$ cat src/rtl/led_fade_ctrl.sv
// LED brightness fader: steps a registered PWM duty toward a commanded target,
// updating only on PWM period boundaries every cmd_periods periods.
module led_fade_ctrl #(
  parameter int PERIOD_LEN = 256
) (
  input  logic       clk,
  input  logic       rst_n,
  input  logic       cmd_valid,
  output logic       cmd_ready,
  input  logic [7:0] cmd_target,
  input  logic [7:0] cmd_step,
  input  logic [7:0] cmd_periods,
  input  logic       abort,
  output logic [7:0] duty,
  output logic       busy,
  output logic       done
);

  localparam int PW = (PERIOD_LEN > 1) ? $clog2(PERIOD_LEN) : 1;
  localparam logic [PW-1:0] PCNT_MAX = PW'(PERIOD_LEN - 1);

  typedef enum logic {IDLE, RAMP} state_t;

  state_t            state;
  logic [PW-1:0]     pcnt;
  logic [7:0]        icnt;
  logic [7:0]        target;
  logic [7:0]        step;
  logic [7:0]        periods;
  logic              tick;
  logic [8:0]        up_sum;
  logic signed [8:0] dn_diff;
  logic [7:0]        next_duty;

  assign tick = (pcnt == PCNT_MAX);

  // Widened arithmetic clamps at target instead of wrapping past 255 or below 0.
  always_comb begin
    up_sum    = {1'b0, duty} + {1'b0, step};
    dn_diff   = $signed({1'b0, duty}) - $signed({1'b0, step});
    next_duty = duty;
    if (duty < target)
      next_duty = (up_sum > {1'b0, target}) ? target : up_sum[7:0];
    else if (duty > target)
      next_duty = (dn_diff < $signed({1'b0, target})) ? target : dn_diff[7:0];
  end

  always_ff @(posedge clk or negedge rst_n) begin
    if (!rst_n) begin
      state     <= IDLE;
      pcnt      <= '0;
      icnt      <= '0;
      target    <= '0;
      step      <= '0;
      periods   <= '0;
      duty      <= '0;
      done      <= 1'b0;
      busy      <= 1'b0;
      cmd_ready <= 1'b0;
    end else begin
      pcnt <= tick ? '0 : pcnt + 1'b1;
      done <= 1'b0;
      case (state)
        IDLE: begin
          cmd_ready <= 1'b1;
          if (cmd_valid && cmd_ready) begin
            target  <= cmd_target;
            step    <= (cmd_step == 8'd0) ? 8'd1 : cmd_step;
            periods <= (cmd_periods == 8'd0) ? 8'd1 : cmd_periods;
            icnt    <= (cmd_periods == 8'd0) ? 8'd1 : cmd_periods;
            if (cmd_target == duty) begin
              done <= 1'b1;
            end else begin
              state     <= RAMP;
              cmd_ready <= 1'b0;
              busy      <= 1'b1;
            end
          end
        end
        RAMP: begin
          if (abort) begin
            state     <= IDLE;
            cmd_ready <= 1'b1;
            busy      <= 1'b0;
          end else if (tick) begin
            if (icnt > 8'd1) begin
              icnt <= icnt - 8'd1;
            end else begin
              duty <= next_duty;
              icnt <= periods;
              if (next_duty == target) begin
                state     <= IDLE;
                cmd_ready <= 1'b1;
                busy      <= 1'b0;
                done      <= 1'b1;
              end
            end
          end
        end
        default: state <= IDLE;
      endcase
    end
  end

endmodule

$ cat config.mk
export PLATFORM = sky130hd
export DESIGN_NAME = led_fade_ctrl
export DESIGN_NICKNAME = d
export VERILOG_FILES = /design/src/rtl/led_fade_ctrl.sv
export SDC_FILE = /design/constraint.sdc
export NUM_CORES = 1
export LEC_CHECK = 0
export BUFFER_PORTS_ARGS = -buffer_cell sky130_fd_sc_hd__buf_4
export CAP_MARGIN = 20
export CORE_ASPECT_RATIO = 0.7
export CORE_MARGIN = 5
export CORE_UTILIZATION = 46
export CTS_CLUSTER_DIAMETER = 60
export DETAILED_ROUTE_END_ITERATION = 8
export PLACE_DENSITY = 0.73
export SLEW_MARGIN = 20
export SYNTH_ARGS = -nofsm -noshare
export SYNTH_HDL_FRONTEND = slang
export SYNTH_SLANG_ARGS = --single-unit
$ cat constraint.sdc
create_clock -name clk -period 5.15 [get_ports clk]
set_clock_uncertainty 0.15 [all_clocks]
set_input_delay 0.515 -clock clk [delete_from_list [all_inputs] [get_ports clk]]
set_output_delay 0.515 -clock clk [all_outputs]
set_load 0.05 [all_outputs]
### Word level (Yosys, flattened, before mapping)

Cells that the tools add are included.

| storage, ports and cells | value |
|---|---|
| latch bits | 0 |
| bits in registers | 52 |
| bits in writable memories | 0 |
| memory bits (read-only) | 0 |
| memories | 0 |
| bits of input ports | 28 |
| output and inout bits | 11 |

| cells by class | value |
|---|---|
| divide/modulo/power cells | 0 |
| shift operators | 0 |
| $lt $le $gt $ge | 5 |
| multipliers | 0 |
| bitwise operators | 3 |
| muxes and demuxes | 39 |
| reductions and logical operators | 8 |
| add/sub/neg operators | 4 |
| equal/unequal tests | 10 |

Operator list:

| operator | number |
|---|---|
| 8-bit 2-to-1 mux | 11 |
| 1-bit 2-to-1 mux | 23 |
| 8-bit == test | 2 |
| 8-bit logical NOT | 2 |
| 8-bit one-hot mux with 2 select lines | 1 |
| 8-bit by 8-bit adder with 9-bit output | 1 |
| 9-bit by 8-bit > comparator with 1-bit output | 1 |
| 9-bit less-than comparator | 1 |
| 8-bit by 8-bit subtractor with 9-bit output | 1 |
| 8-bit by 1-bit adder with 8-bit output, second input constant | 1 |
| 8-bit == test, second input constant | 1 |
| 8-bit by 1-bit > comparator with 1-bit output, second input constant | 1 |
| 8-bit > comparator | 1 |
| 8-bit less-than comparator | 1 |
| 1-bit one-hot mux with 2 select lines | 4 |
| 8-bit by 1-bit subtractor with 8-bit output, second input constant | 1 |
| 2-bit inequality test, second input constant | 3 |
| 3-bit by 2-bit inequality test with 1-bit output, second input constant | 2 |
| 3-bit AND reduction | 2 |
| 5-bit AND reduction | 1 |
| 4-bit AND reduction | 1 |
| 3-bit inequality test, second input constant | 1 |
| 1-bit NOT | 3 |
| 2-bit by 1-bit inequality test with 1-bit output, second input constant | 1 |
| 2 further kinds | 2 |

### Logic depth before layout (Yosys ltp)

Gate-level depths: netlist (run 1).

| logic depth | value |
|---|---|
| depth after elaboration | 11 |
| depth in mapped cells | 18 |
| mapped depth without buffers | 18 |

### Worst setup path before layout (run 1)

Ideal clock, no wire load.

| timing | value |
|---|---|
| kind | flip-flop to flip-flop |
| start | register duty[0] |
| end | register busy |
| data arrival time | 4.232 ns |
| stages on the path, launching flop included | 18 |
| slack | 0.623 ns |
| data required time | 4.856 ns |
| buffers on the path | 0 |
| setup time | 0.144 ns |
| cell sequence | dfrtp_1 > inv_1 > ha_1 > inv_1 > fa_1 > a21o_1 > a221oi_4 > xnor2_1 > ha_1 > a21o_1 > a221oi_1 > o21ai_4 > a21o_1 > and3_4 > o32ai_4 > nand4_2 > nor4_4 > a21oi_1 |

| on the way | value |
|---|---|
| cells in the longest elaborated chain, start to end | 8 |
| elaborated cells between the ends (all ways) | 15 |
| those cells by class | add/sub: 2; order compare: 4; eq/ne: 4; mux: 4; reduce/logical: 1 |

RTL lines:

| element | line | source |
|---|---|---|
| start, declared | 14 | `output logic [7:0] duty,` |
| start signal, assigned | 89 | `duty <= next_duty;` |
| 8-bit by 8-bit subtractor with 9-bit output | 40 | `dn_diff = $signed({1'b0, duty}) - $signed({1'b0, step});` |
| 9-bit less-than comparator | 45 | `next_duty = (dn_diff < $signed({1'b0, target})) ? target : dn_diff[7:0];` |
| 8-bit 2-to-1 mux | 45 |  |
| 8-bit 2-to-1 mux | 44 | `else if (duty > target)` |
| 8-bit 2-to-1 mux | 42 | `if (duty < target)` |
| 8-bit == test | 91 | `if (next_duty == target) begin` |
| 3-bit by 2-bit inequality test with 1-bit output (no line) | n/a |  |
| 5-bit AND reduction (no line) (*) | n/a |  |
| end signal, assigned | 58 | `busy <= 1'b0;` |
| end signal, assigned | 84 | `busy <= 1'b0;` |
| end signal, assigned | 94 | `busy <= 1'b0;` |
| end, declared | 15 | `output logic busy,` |

Mark *: on every way between the ends. The rest lies on a longest branch, timed or not.
A chain may end at the register's enable or synchronous reset.

### Worst setup path in the final report (run 1)

| timing | value |
|---|---|
| start | register duty[0] |
| end | register cmd_ready |

| on the way | value |
|---|---|
| cells in the longest elaborated chain, start to end | 8 |
| elaborated cells between the ends (all ways) | 17 |
| those cells by class | add/sub: 2; order compare: 4; eq/ne: 3; mux: 7; reduce/logical: 1 |

RTL lines:

| element | line | source |
|---|---|---|
| 8-bit by 8-bit subtractor with 9-bit output | 40 |  |
| 9-bit less-than comparator | 45 |  |
| 8-bit 2-to-1 mux | 45 |  |
| 8-bit 2-to-1 mux | 44 |  |
| 8-bit 2-to-1 mux | 42 |  |
| 8-bit == test | 91 |  |
| 3-bit by 2-bit inequality test with 1-bit output (no line) | n/a |  |
| 3-bit AND reduction (no line) | n/a |  |
| end signal, assigned | 59 | `cmd_ready <= 1'b0;` |
| end signal, assigned | 65 | `cmd_ready <= 1'b1;` |
| end signal, assigned | 93 | `cmd_ready <= 1'b1;` |
| end, declared | 9 | `output logic cmd_ready,` |

Several ways; a longest one is shown, not always the timed one.

==> results.toml, run 1 <==
[run_status]
outcome = "finished, final reports clean"

[clock_tree]
clock-root-buffer = "clkbuf_16"
hold_buffers = 0
cts_setup_buffers = 0
cts_num_sinks = 52
clk_latency_ns = 0.30
cts_tree = "done"
clk_path_buf_depth = 2
htreeDepth = 2
cts.repair.resized = 0
cts_buffers = 5
clk_pin_slew_worst_paths_ns = 0.07

[timing]
final_max_slew_viol_count = 0
period_minus_slack_ns = 4.85
setup-tns-final_ns = 0
fmax_mhz = 206
final-hold-violation-count = 0
hold_ws_ns = 0.0935
worst_pin_slew_ns = 0.916
rsz0062_at_grt = "false"
period_share_pct = 94.1
setup_viol = 0
slew_headroom_pct = 38.4

[job]
cap_violations = 0

[hold_path]
hold_path_class = "input port to async pin"

[die]
die_x_um = 126
dieArea_um2 = 11400
std_cell_rows = 29
chipHeight_um = 90.9
io_pins = 39
initial_utilization_pct = 47.2
core_um2 = 9110

[place]
gp_congestion = 0.952
numPortBuffers = 38
place_area_um2 = 4700
dpl.hpwl_um = 8940

[synth]
synth_seq_cells = 52
synth_warnings = 0
syn_nets = 578
synth_edf_count = 0
synth_ff_type = "dfrtp_1"
synthArstFlopShare_pct = 100
syn_area_per_cell_um2 = 8.50
syn_area_um2 = 4300
ys_seq_area_share_pct = 30.3
syn_inst = 506
synth_cell_types = 70

[global_route]
gr-total-overflow = 0
antenna_found_initial = 0
grt_pass1_wl_um = 19300
grt_pass1_vias = 3727
grt_usage_pct = 20.8
grt_max_degree = 53

[detailed_routing]
drcViolationCount = 0
avgViaCountPerCell = 5.80
ant_nets = 0
wl_um = 11600
post_drt_wl_per_cell_um = 17.5
first_pass_iters = 6
vias = 3848
dr.first_iter.drc_count = 368

[critical_path]
reg2reg_setup_slack_ns = 0.30
ff2ff_path_depth = 16
crit_type = "flip-flop to flip-flop"
worst_ep_arrival_time_ns = 4.89
crit_end = "cmd_ready"
crit_start = "duty[0]"
end_kind = "flip-flop"
worst_r2r_startpoint = "duty[0]"
start_kind = "flip-flop"
path_max_fanout = 17
r2r-end = "cmd_ready"
critical_path_required_ns = 5.19

[cells_and_area]
final_cell_area_um2 = 4870
drive_above_1_share_pct = 13.5
nNetsFinal = 611
num_antenna_cells = 0
syn2layout_area_growth_pct = 13.2

[power_and_ir_drop]
cellPowerDensity_nw_per_um2 = 615
power.leakage_uw = 0.00222
peakVddDrop_mv = 0.258
[cell type report]
cell class | instances | area, µm²
fill | 849 | 4240
multi-input combinational | 405 | 2790
sequential | 52 | 1300
timing repair buffer | 45 | 338
tap | 124 | 155
clock buffer | 6 | 129
inverter | 30 | 113
clock inverter | 2 | 38.8
[state kept, by name, summed over array words and instances, names as in the netlist]
name,count
done,1
duty,8
cmd_ready,1
pcnt,8
state,1
periods,8
target,8
icnt,8
step,8
busy,1
[logic make-up after synthesis]
kind of cell,synth area share (%)
buf+inv,4.83
flops,30.3
simple gates,19.7
compound gates,23.1
mux,2.15
xor+xnor,6.72
fa+ha+maj,13.2
[worst max-delay path, stage by stage (launching register included)]
cell and delay [ns]:
dfrtp_1 0.49, ha_1 0.28, fa_1 0.41, nand2b_1 0.12, a221o_1 0.18, nand2_1 0.06
o311ai_1 0.51, ha_1 0.39, a211oi_2 0.23, o211ai_1 0.12, o211a_1 0.24, a311o_2 0.49
mux2i_1 0.32, a21oi_1 0.14, o2111ai_2 0.30, nor4_4 0.07, o31a_1 0.24
[stage by stage]
| step | total power (µW) | setup slack (ns) | cells | util (%) |
|---|---|---|---|---|
| finish | 2990 | 0.302 | 664 | 53.4 |
| detailed placement | 2570 | 0.333 | 656 | 51.6 |
| CTS | 2970 | 0.312 | 664 | 53.4 |
| global route | 3250 | 0.115 | 664 | 53.4 |
| global placement | 2530 | 0.451 | 656 | 51.6 |
| floorplan | 2150 | 0.623 | 506 | - |
[cells in the final DEF (no fill, tap or decap), types with 5 or more instances in the layout]
master | Yosys | layout
nand3_1 | 12 | 12
dfrtp_1 | 52 | 52
mux2i_1 | 7 | 7
o211ai_1 | 5 | 5
nand2b_1 | 6 | 6
buf_4 | 1 | 45
inv_1 | 29 | 29
nor2_1 | 34 | 33
a22oi_1 | 5 | 5
clkbuf_16 | 0 | 5
xnor2_1 | 23 | 23
a21o_1 | 9 | 9
nand2_1 | 80 | 80
o21ai_0 | 42 | 42
ha_1 | 42 | 42
xor2_1 | 10 | 10
nor3_1 | 8 | 8
nand4_1 | 8 | 8
a21oi_1 | 33 | 33
[how the worst min path moves through the flow]
stage	end	slack, ns	depth (start not counted)
2_1_floorplan	busy	0.07	0
3_3_place_gp	periods[7]	0.31	2
3_5_place_dp	periods[7]	0.32	2
4_1_cts	pcnt[3]	0.13	1
5_1_grt	pcnt[3]	0.16	1
6_report	pcnt[3]	0.09	1
[layer usage]
layer | GRT usage [%] | up-vias | routed length [µm]
met5 | 0 | - | 0
met4 | 3.79 | 0 | 78
met3 | 4.20 | 13 | 965
met2 | 30.1 | 132 | 4870
met1 | 31.9 | 1828 | 5690
li1 | - | 1875 | -
[cell usage after synthesis (3+ instances only)]
cell,count,area share (%)
a211o_1,3,0.61
a21o_1,9,1.6
a21oi_1,33,3.8
a221oi_1,3,0.61
a22oi_1,5,0.87
a31oi_1,3,0.44
and3_1,3,0.44
buf_2,4,0.47
clkbuf_1,12,1.0
dfrtp_1,52,30
ha_1,42,12
inv_1,29,2.5
mux2i_1,7,1.6
nand2_1,80,7.0
nand2b_1,6,0.87
nand3_1,12,1.4
nand4_1,8,1.2
nor2_1,34,3.0
nor3_1,8,0.93
nor4_1,3,0.44
o211ai_1,5,0.87
o21a_1,3,0.52
o21ai_0,42,4.9
o21ai_1,3,0.35
o22a_1,4,0.81
o31ai_1,3,0.52
or3_1,3,0.44
xnor2_1,23,4.7
xor2_1,10,2.0
[report_power, final]
| group | total (µW) | internal, µW | switching [µW] |
|---|---|---|---|
| Combinational | 1920 | 767 | 1150 |
| Sequential | 683 | 543 | 140 |
| Clock | 391 | 232 | 159 |
| Total | 2990 | 1540 | 1450 |
Power figures use the tool's default switching activity.
==> inputs of run 2 (changes only) <==
Settings changed: GPL_TIMING_DRIVEN set to 0.
==> run 2 against run 1 <==
Net effect: power rose by 4.5%; global-route usage rose by 1.1 points; final cell count rose by 1.8%; cell area rose by 1.3%; largest cell class unchanged; clock-buffer cell count did not move; critical path depth did not move; worst setup slack got worse by 0.031 ns; highest routed layer unchanged.
==> results.toml, run 2 (synthesis results as in run 1) <==
[critical_path]
path_cells = "ha_1 -> buf_6 -> a21o_1 -> a31oi_1 -> nand2_1 -> o311ai_1 -> ha_1 -> and3_1 -> a221oi_2 -> o21ai_4 -> a41oi_1 -> a21oi_1 -> o31ai_1 -> nand4_2 -> nor4_4 -> a21oi_1"
crit_start = "duty[4]"
worst_r2r_startpoint = "duty[4]"
end_kind = "flip-flop"
crit_slowest_cell = "o311ai_1"
critical_path_required_ns = 5.15
crit_type = "flip-flop to flip-flop"
start_kind = "flip-flop"
reg2reg_setup_slack_ns = 0.27
worst_ep_arrival_time_ns = 4.88
path_max_fanout = 10
max_stage_delay_ns = 0.56

[cells_and_area]
syn2layout_area_growth_pct = 14.6
fillers = 851
regArea_um2 = 1300
multi_input_area_um2 = 2810
final_common_cell = "nand2_1"
num_antenna_cells = 0
mostFrequentLayoutCells = "80 x nand2_1, 52 x dfrtp_1, 42 x o21ai_0, 42 x ha_1, 39 x buf_4"
nNetsFinal = 623
drive_above_1_share_pct = 13.6

[die]
io_pins = 39
dieArea_um2 = 11400
die_x_um = 126
initial_utilization_pct = 47.2
std_cell_rows = 29
core_um2 = 9110
chipHeight_um = 90.9

[timing]
rsz0062_at_grt = "false"
worst_slack_ns = 0.270
final-hold-violation-count = 0
slew_headroom_pct = 28.2
setup_viol = 0
setup-tns-final_ns = 0
worst_pin_slew_ns = 1.07
period_share_pct = 94.8
fmax_mhz = 205
hold_ws_ns = 0.101
period_minus_slack_ns = 4.88
final_max_slew_viol_count = 0

[clock_tree]
cts_buffers = 5
cts_num_sinks = 52
htreeDepth = 2
cts_tree = "done"
clk_path_buf_depth = 2
clk_latency_ns = 0.30
clock-root-buffer = "clkbuf_16"
cts_setup_buffers = 0
clk_pin_slew_worst_paths_ns = 0.07

[power_and_ir_drop]
cellPowerDensity_nw_per_um2 = 634
power.leakage_uw = 0.00224
peakVddDrop_mv = 0.276

[job]
cap_violations = 0

[global_route]
gr-total-overflow = 0
antenna_found_initial = 0
grt_pass1_wl_um = 20100
grt_pass1_vias = 3949
grt_usage_pct = 21.9
grt_max_degree = 53

[detailed_routing]
ant_nets = 0
avgViaCountPerCell = 5.96
dr.first_iter.drc_count = 459
drcViolationCount = 0
wl_um = 12400
first_pass_iters = 7
post_drt_wl_per_cell_um = 18.3
vias = 4028

[place]
dpl.hpwl_um = 9450
numPortBuffers = 38
dp_slack_ns = 0.201
gp_congestion = 0.925

[run_status]
outcome = "finished, final reports clean"

[hold_path]
hold_path_class = "input port to async pin"
-- run 2: changes by cell type in the layout (fill, tap and decap cells not counted), moves of 2 or more --
cell	change
buf_2	+4
buf_4	-6
buf_6	+2
clkbuf_1	+12
-- run 2: per-stage QoR --
stage          util [%]  cells  area (µm²)  total power [µW]
4_1_cts            53.9    676        4910              3050
2_1_floorplan         -    506        4300              2150
6_report           54.1    676        4930              3130
5_1_grt            54.1    676        4930              3370
3_5_place_dp       52.0    668        4740              2640
3_3_place_gp       52.0    668        4740              2550
-- run 2: worst paths after layout --
kind | to | cells past startpoint
max reg2reg | busy | 16
min in group clk | periods[3] | 3
min | pcnt[4] | 1
max in group asynchronous | target[1] | 1
max | busy | 16
min reg2reg | periods[5] | 2
-- run 2: cell type report --
type                    count  area share (%)
plain buffers              19            1.93
repair buffers             38            5.79
inverters                  30            2.28
flip-flops and latches     52            26.4
well taps                 124            3.15
multi-input cells         405            57.0
clock buffers               6            2.61
clock inverters             2           0.787
-- run 2: routing by layer --
metal | up-vias | routed length [µm] | GRT usage (%)
met5 | - | 0 | 0
li1 | 1900 | - | -
met4 | 0 | 148 | 5.42
met3 | 17 | 1080 | 4.96
met2 | 156 | 5380 | 33.4
met1 | 1955 | 5760 | 31.3
-- run 2: timing repair --
| item | 4_1_cts | 5_1_grt |
|---|---|---|
| gates resized for setup | 0 | 3 |
| hold buffers | 0 | 0 |
| setup endpoints to repair | 0 | 6 |
-- run 2: power by group --
part | total [µW] | internal (µW) | switching (µW)
Combinational | 2050 | 812 | 1240
Sequential | 675 | 543 | 132
Clock | 399 | 232 | 167
-- run 2: worst max-delay path, delay by kind of cell, from the launching register on --
family | cells | cell delay, ns
flip-flops | 1 | 0.52
adder cells (fa/ha/maj) | 2 | 0.73
AO/OA/AOI/OAI | 9 | 2.31
AND/OR/NAND/NOR | 4 | 0.86
buffers and inverters | 1 | 0.14
==> inputs of run 3 (changes only) <==
Settings changed: CELL_PAD_IN_SITES_DETAIL_PLACEMENT set to 2, CELL_PAD_IN_SITES_GLOBAL_PLACEMENT set to 2, CORE_UTILIZATION 46 to 37, PLACE_DENSITY 0.73 to 0.9.
==> run 3 against run 2 <==
Net effect: final cell count grew 4.3%; critical path type unchanged; clock power grew 3%; fmax shrank 1.3%; critical path depth is the same; sequential share of layout area is 0.37 points lower; power up 6.5%.
==> results.toml, run 3 (synthesis results as in run 1) <==
[timing]
period_share_pct = 96.0
final_max_slew_viol_count = 0
slew_headroom_pct = 50.2
period_minus_slack_ns = 4.94
rsz0062_at_grt = "false"
fmax_mhz = 202
worst_slack_ns = 0.208
worst_pin_slew_ns = 0.748
setup-tns-final_ns = 0
final-hold-violation-count = 0
setup_viol = 0

[critical_path]
start_kind = "flip-flop"
path_max_fanout = 10
end_kind = "flip-flop"
crit_type = "flip-flop to flip-flop"
worst_ep_arrival_time_ns = 5.02
critical_path_required_ns = 5.23

[power_and_ir_drop]
cellPowerDensity_nw_per_um2 = 666
power.leakage_uw = 0.00224
peakVddDrop_mv = 0.202

[die]
die_x_um = 139
dieArea_um2 = 13900
std_cell_rows = 32
initial_utilization_pct = 38.5
io_pins = 39
core_um2 = 11200
chipHeight_um = 100

[clock_tree]
cts_num_sinks = 52
clk_pin_slew_worst_paths_ns = 0.08
cts_tree = "done"
clk_latency_ns = 0.31
clk_path_buf_depth = 2
htreeDepth = 2
cts_buffers = 5
clock-root-buffer = "clkbuf_16"

[hold_path]
hold_path_class = "input port to async pin"

[run_status]
outcome = "finished, final reports clean"

[detailed_routing]
ant_nets = 0
dr.first_iter.drc_count = 206
avgViaCountPerCell = 5.92
first_pass_iters = 5
vias = 4172
wl_um = 16700
drcViolationCount = 0
post_drt_wl_per_cell_um = 23.7

[global_route]
grt_pass1_wl_um = 26500
gr-total-overflow = 0
grt_usage_pct = 24.2
antenna_found_initial = 0
grt_pass1_vias = 4677
grt_max_degree = 53

[place]
dpl.hpwl_um = 12600
gp_congestion = 0.898
place_area_um2 = 4780
dp_slack_ns = -0.0724
numPortBuffers = 38

[cells_and_area]
final_common_cell = "nand2_1"
mostFrequentLayoutCells = "80 x nand2_1, 52 x dfrtp_1, 42 x o21ai_0, 42 x ha_1, 39 x buf_4"
final_cell_area_um2 = 5000
drive_above_1_share_pct = 14.5
nNetsFinal = 623
syn2layout_area_growth_pct = 16.3
utilization_pct = 44.7
fillers = 1233
num_antenna_cells = 0

[job]
cap_violations = 0
run 3: cell types whose count changed in the layout (fill, tap and decap cells not counted):
cell,delta
inv_1,-1
nor3_2,+1
xor2_2,+1
nor3_1,-1
inv_2,+1
o311ai_4,+1
o311ai_1,-1
clkinvlp_4,+1
xor2_1,-1
clkbuf_1,-1
run 3: what timing repair did:
| action | in CTS | in global routing |
|---|---|---|
| hold buffers | 0 | 0 |
| resized for setup | 2 | 5 |
| setup endpoints to repair | 4 | 6 |
| buffers inserted | 0 | 0 |
run 3: through the flow:
stage	hold slack [ns]	power (µW)	cells
6_report	0.0986	3330	705
5_1_grt	0.166	3560	705
4_1_cts	0.139	3280	705
3_5_place_dp	0.325	2810	697
3_3_place_gp	0.310	2610	697
2_1_floorplan	0.0694	2150	506
run 3: layout make-up:
class | count | area [µm²] | area share (%)
Timing Repair Buffer | 38 | 285 | 5.71
Clock buffer | 5 | 125 | 2.50
Inverter | 30 | 113 | 2.25
Tap cell | 153 | 191 | 3.83
Sequential cell | 52 | 1300 | 26.0
Buffer | 19 | 95.1 | 1.90
Multi-Input combinational cell | 405 | 2840 | 56.8
Clock inverter | 3 | 46.3 | 0.926
run 3: final timing paths:
| check | cells after the start | startpoint | endpoint | slack [ns] |
|---|---|---|---|---|
| hold reg to reg | 1 | pcnt[0] | pcnt[0] | 0.34 |
| min in group clk | 3 | cmd_target[4] | target[4] | 0.27 |
| hold / removal | 1 | rst_n | periods[4] | 0.1 |
| max in group asynchronous | 1 | rst_n | pcnt[6] | 4.26 |
| setup / recovery | 16 | duty[0] | duty[4] | 0.21 |
| setup reg to reg | 16 | duty[0] | duty[4] | 0.21 |
run 3: routing by layer:
layer  routed length, µm  track usage [%]  vias up
met5                   0                0        -
met3                 704             4.24       17
met2                8080             42.1       97
met1                7700             31.9     2160
li1                    -                -     1898
met4                 189             5.11        0
run 3: where the power goes:
group          leakage (µW)  internal (µW)  switching [µW]
clock             0.0000804            232             179
combinational       0.00152            831            1390
sequential         0.000636            543             152
total               0.00224           1610            1720
run 3: worst max-delay path: stages, from the launching register on:
cell	delay, ns
dfrtp_1	0.53
ha_1	0.32
fa_1	0.42
nand2b_1	0.14
a221o_1	0.21
nand2_1	0.12
o311ai_4	0.38
ha_1	0.35
a211oi_2	0.22
o211ai_1	0.12
o211a_1	0.24
a311o_2	0.45
clkbuf_1	0.29
and2_1	0.27
o21bai_1	0.20
a221o_1	0.32
o21ai_1	0.12
